**src/rtl/matrix_scan_driver.sv**
```systemverilog
// 16x16 LED matrix column scanner: framebuffer, serial row shifter and
// column dwell timing with registered outputs.
module matrix_scan_driver #(
  parameter logic [15:0] DWELL = 16'd200
) (
  input  logic        in_clk,
  input  logic        in_rst_n,
  input  logic        in_enable,
  input  logic        in_wr_en,
  input  logic [3:0]  in_wr_addr,
  input  logic [15:0] in_wr_data,
  output logic        out_row_clk,
  output logic        out_row_data,
  output logic [3:0]  out_column,
  output logic        out_blank,
  output logic        out_frame_start
);

  localparam logic [1:0] S_IDLE  = 2'd0;
  localparam logic [1:0] S_SHIFT = 2'd1;
  localparam logic [1:0] S_LATCH = 2'd2;
  localparam logic [1:0] S_DWELL = 2'd3;

  logic [1:0]  state_q, state_d;
  logic [4:0]  bit_q, bit_d;
  logic [15:0] dwell_q, dwell_d;
  logic [3:0]  col_q, col_d;
  logic [15:0] shadow_q, shadow_d;
  logic [15:0] fb_q [16];

  logic        row_clk_q, row_clk_d;
  logic        row_data_q, row_data_d;
  logic [3:0]  column_q, column_d;
  logic        blank_q, blank_d;
  logic        fs_q, fs_d;

  logic        start;
  logic [3:0]  start_col;
  logic [3:0]  slot;

  always_comb begin
    state_d    = state_q;
    bit_d      = bit_q;
    dwell_d    = dwell_q;
    col_d      = col_q;
    shadow_d   = shadow_q;
    row_clk_d  = 1'b0;
    row_data_d = row_data_q;
    column_d   = column_q;
    blank_d    = 1'b1;
    fs_d       = 1'b0;
    start      = 1'b0;
    start_col  = col_q;
    slot       = 4'd0;
    unique case (state_q)
      S_IDLE: begin
        if (in_enable) start = 1'b1;
      end
      S_SHIFT: begin
        if (bit_q == 5'd31) begin
          state_d  = S_LATCH;
          blank_d  = 1'b0;
          column_d = col_q;
          dwell_d  = DWELL - 16'd1;
        end else begin
          bit_d      = bit_q + 5'd1;
          slot       = ~bit_d[4:1];
          row_data_d = shadow_q[slot];
          row_clk_d  = bit_d[0];
        end
      end
      S_LATCH: begin
        state_d = S_DWELL;
        blank_d = (dwell_q == 16'd0);
      end
      S_DWELL: begin
        if (dwell_q == 16'd0) begin
          col_d     = col_q + 4'd1;
          start_col = col_q + 4'd1;
          if (in_enable) start = 1'b1;
          else state_d = S_IDLE;
        end else begin
          dwell_d = dwell_q - 16'd1;
          blank_d = (dwell_q == 16'd1);
        end
      end
      default: state_d = S_IDLE;
    endcase
    // Shadow takes the pre-write entry, so same-edge writes land next scan
    if (start) begin
      state_d    = S_SHIFT;
      bit_d      = 5'd0;
      shadow_d   = fb_q[start_col];
      row_data_d = fb_q[start_col][15];
      fs_d       = (start_col == 4'd0);
    end
  end

  always_ff @(posedge in_clk or negedge in_rst_n) begin
    if (!in_rst_n) begin
      state_q    <= S_IDLE;
      bit_q      <= '0;
      dwell_q    <= '0;
      col_q      <= '0;
      shadow_q   <= '0;
      row_clk_q  <= 1'b0;
      row_data_q <= 1'b0;
      column_q   <= '0;
      blank_q    <= 1'b1;
      fs_q       <= 1'b0;
    end else begin
      state_q    <= state_d;
      bit_q      <= bit_d;
      dwell_q    <= dwell_d;
      col_q      <= col_d;
      shadow_q   <= shadow_d;
      row_clk_q  <= row_clk_d;
      row_data_q <= row_data_d;
      column_q   <= column_d;
      blank_q    <= blank_d;
      fs_q       <= fs_d;
    end
  end

  always_ff @(posedge in_clk or negedge in_rst_n) begin
    if (!in_rst_n) begin
      for (int i = 0; i < 16; i++) fb_q[i] <= '0;
    end else if (in_wr_en) begin
      fb_q[in_wr_addr] <= in_wr_data;
    end
  end

  assign out_row_clk     = row_clk_q;
  assign out_row_data    = row_data_q;
  assign out_column      = column_q;
  assign out_blank       = blank_q;
  assign out_frame_start = fs_q;

endmodule
```
**config.mk**
```make
export PLATFORM = sky130hd
export DESIGN_NAME = matrix_scan_driver
export DESIGN_NICKNAME = d
export VERILOG_FILES = /design/src/rtl/matrix_scan_driver.sv
export SDC_FILE = /design/constraint.sdc
export NUM_CORES = 1
export LEC_CHECK = 0
export ABC_CLOCK_PERIOD_IN_PS = 5400
export CORE_UTILIZATION = 67
export CTS_BUF_LIST = sky130_fd_sc_hd__clkbuf_16
export DETAILED_ROUTE_END_ITERATION = 12
export PLACE_DENSITY = 0.85
export SLEW_MARGIN = 20
export SYNTH_ARGS = -nofsm -noshare
export SYNTH_HDL_FRONTEND = slang
export SYNTH_SLANG_ARGS = --single-unit
```
**constraint.sdc**
```tcl
create_clock -name in_clk -period 5.4 [get_ports in_clk]
set_input_delay 0.54 -clock in_clk [delete_from_list [all_inputs] [get_ports in_clk]]
set_output_delay 0.54 -clock in_clk [all_outputs]
set_load 0.1 [all_outputs]
```
==> impl_metrics.csv <==
group,metric,value,unit
status,outcome,"complete, no violations",
final_layout,diodes,0,
clocking,htreeDepth,1,
floorplan,core_area,21090,um2
route,vias,10328,
clocking,root_buffer,"clkbuf_16",
power,pwr_density_cell,440.1,nW/um2
power,power.leakage,6.901,nW
timing,fin_crit_sh,0.7539,
hold_path,hp-class,"in2async",
logic_synthesis,yosysMostFrequentCell,"dfrtp_1",
logic_synthesis,yosysTopAreaCellShare,0.5297,
grt,grtUsageTotal,0.3352,
grt,grt_first_pass_wirelength,56810,um
logic_synthesis,yosysWarnings,0,
grt,first_global_vias,10356,
logic_synthesis,ys_seq_area_frac,0.5315,
floorplan,io_pins,32,
route,avgRoutedWirePerCell,22.41,um
logic_synthesis,ys_types,62,
final_layout,syn_to_final_growth,10.07,%
route,drc_errors,0,
floorplan,die_x,148.9,um
clocking,ctsResizeCount,0,
clocking,cts_setup_buffers,0,
final_layout,fillers,1349,
logic_synthesis,synth.top_cells.by_area,"dfrtp_1 53%, mux2_2 21%, nand2_1 6.7%",
placed_design,place.gp.congestion,0.8245,
timing,rsz0062_at_grt,"no",
setup_path,start_kind,"flop",
setup_path,worstPathRequired,5.81,ns
timing,finalSetupViolCount,0,
final_layout,utilization,0.7546,
logic_synthesis,syn_nets,1332,
logic_synthesis,synth-edff-count,0,
timing,finalCriticalPeriod,4.071,ns
setup_path,cp_data_arrival_time,4.48,ns
setup_path,endpoint_kind,"flop",
grt,grt_antenna_before_repair,0,
final_layout,drive_gt1_frac,0.2742,
route,routed_wl,35580,um
timing,slew_headroom,0.2210,
timing,drv_slew,0,
timing,fin_ws,1.329,ns
grt,overflow,0,
timing,final_hold_viol_count,0,
timing,tns,0,ns
floorplan,initial_core_util,0.6855,
setup_path,cp_max_fo,60,
final_layout,seq_area,7684,um2
clocking,cts_tree,"yes",
route,viasPerCell,6.504,
clocking,ctsLongestPathBuffers,3,
logic_synthesis,synthTopCellsByCount,"306 x dfrtp_1, 266 x mux2_2, 259 x nand2_1, 66 x a21oi_1, 57 x nor2_1",
logic_synthesis,yosys_register_bits,307,
placed_design,port_buffers,31,
logic_synthesis,synthesis.area,14460,um2
clocking,insertion_delay,0.56,ns
clocking,cts_sinks,307,
route,dr.first_iter.drc_count,876,
clocking,ctsHoldBuffers,0,
timing,max_freq,245.6,MHz
route,firstDrtPassIters,5,
placed_design,dpl.hpwl,21030,um
final_layout,nNetsFinal,1325,
logic_synthesis,synth_top_area_cell,"dfrtp_1",
final_layout,multi_input_area,6406,um2
placed_design,pre_cts_ws,1.457,ns
logic_synthesis,ys.flop_type,"dfrtp_1",
clocking,numCtsBuffers,31,
timing,worstMarginPinSlew,1.167,ns
logic_synthesis,synth_cells,1297,
floorplan,dieArea,22170,um2
power,ir_worst_vdd,0.3321,mV
route,drtAntennaViolNets,0,
run,drv_cap,0,
grt,grt_max_degree,127,
logic_synthesis,async_flop_share,1.000,
floorplan,dieHeight,148.9,um
clocking,cts.clk_slew.worst_paths,0.06,ns
logic_synthesis,syn-mean-instance-area,11.15,um2
floorplan,num_rows,53,
timing,worst_clock_skew,0.01027,ns
setup_path,path_class,"reg2reg",
==> flip-flops by register name, summed over array words and instances (netlist names) <==
register / count
out_frame_start: 1
bit_q: 5
out_column: 4
col_q: 4
shadow_q: 16
fb_q: 256
state_q: 2
dwell_q: 16
out_row_data: 1
out_row_clk: 1
out_blank: 1
==> cell families (layout without fill, tap and decap cells) <==
group / count (synthesis) / count (layout) / synth area share
mux: 281 / 281 / 0.2236
buf+inv: 99 / 115 / 0.02882
flops: 307 / 307 / 0.5315
simple gates: 452 / 452 / 0.1409
fa+ha+maj: 11 / 11 / 0.009520
xor+xnor: 19 / 19 / 0.01203
compound gates: 128 / 128 / 0.05358
==> routing by layer <==
metal / global-route usage / wire length, um
met5: 0 / 0
met4: 0.1291 / 1310
met3: 0.05688 / 2806
met2: 0.5391 / 17250
met1: 0.4595 / 14220
==> metrics by stage <==
| stage | total power, mW | hold slack [ns] | cells | area, um2 |
|---|---|---|---|---|
| global placement | 4.821 | 0.4649 | 1531 | 14900 |
| floorplan | 4.403 | 0.2444 | 1297 | 14460 |
| global route | 7.323 | 0.1387 | 1588 | 15910 |
| detailed placement | 4.922 | 0.4773 | 1531 | 14920 |
| finish | 7.003 | 0.03717 | 1588 | 15910 |
| CTS | 7.003 | 0.09756 | 1587 | 15900 |
==> cell type report <==
class / instances / share of cell area
clock buffers: 31 / 0.04875
clock inverters: 25 / 0.01266
inverters: 11 / 0.002673
multi-input cells: 891 / 0.4026
flip-flops and latches: 307 / 0.4829
well taps: 275 / 0.02162
repair buffers: 48 / 0.02886
==> power breakdown <==
part           internal (mW)  leakage (nW)  switching (mW)
clock                   1.18         0.509           0.885
combinational          0.763          2.62           0.944
sequential              2.87          3.78           0.358
==> worst max-delay path, stage by stage, from the launching register on <==
cell and delay [ns]:
dfrtp_1 0.42, ha_1 0.40, and4bb_1 0.33, and4_4 0.37, xnor2_4 0.15, clkinv_2 0.73, buf_4 0.55, nand2_1 0.11
a21oi_1 0.08, nor4_1 0.59, a31oi_1 0.15
==> final timing paths <==
check,depth (start not counted),slack (ns),endpoint,startpoint
hold / removal,1,0.04,fb_q[80],in_rst_n
max in group asynchronous,2,3.92,fb_q[247],in_rst_n
setup reg to reg,10,1.33,shadow_q[10],state_q[0]
setup / recovery,10,1.33,shadow_q[10],state_q[0]
min in group in_clk,2,0.50,out_column[1],out_column[1]
hold reg to reg,2,0.50,out_column[1],out_column[1]
==> layout by cell type (no fill, tap or decap), types with 2 or more instances in the layout <==
master,n
or3_1,5
nor4_1,17
mux2_2,266
ha_1,11
o21ai_1,4
xor2_1,9
xnor2_1,9
a31oi_1,31
clkinv_2,10
clkdlybuf4s50_1,30
and3_1,4
nand4_1,17
a2111oi_0,2
mux2i_1,8
clkinv_1,5
a31oi_4,2
nor2_1,52
dfrtp_1,306
buf_4,15
nand2b_1,4
mux4_2,7
nand3b_1,6
a21oi_1,66
o21ai_0,7
o22ai_1,2
nor2_4,3
clkbuf_16,31
nand2_1,259
bufinv_16,3
nor2b_1,6
nor3b_1,3
nand3_1,53
nor2_2,3
nor3_1,7
inv_1,15
No activity file was read; power rests on OpenSTA's default activity.
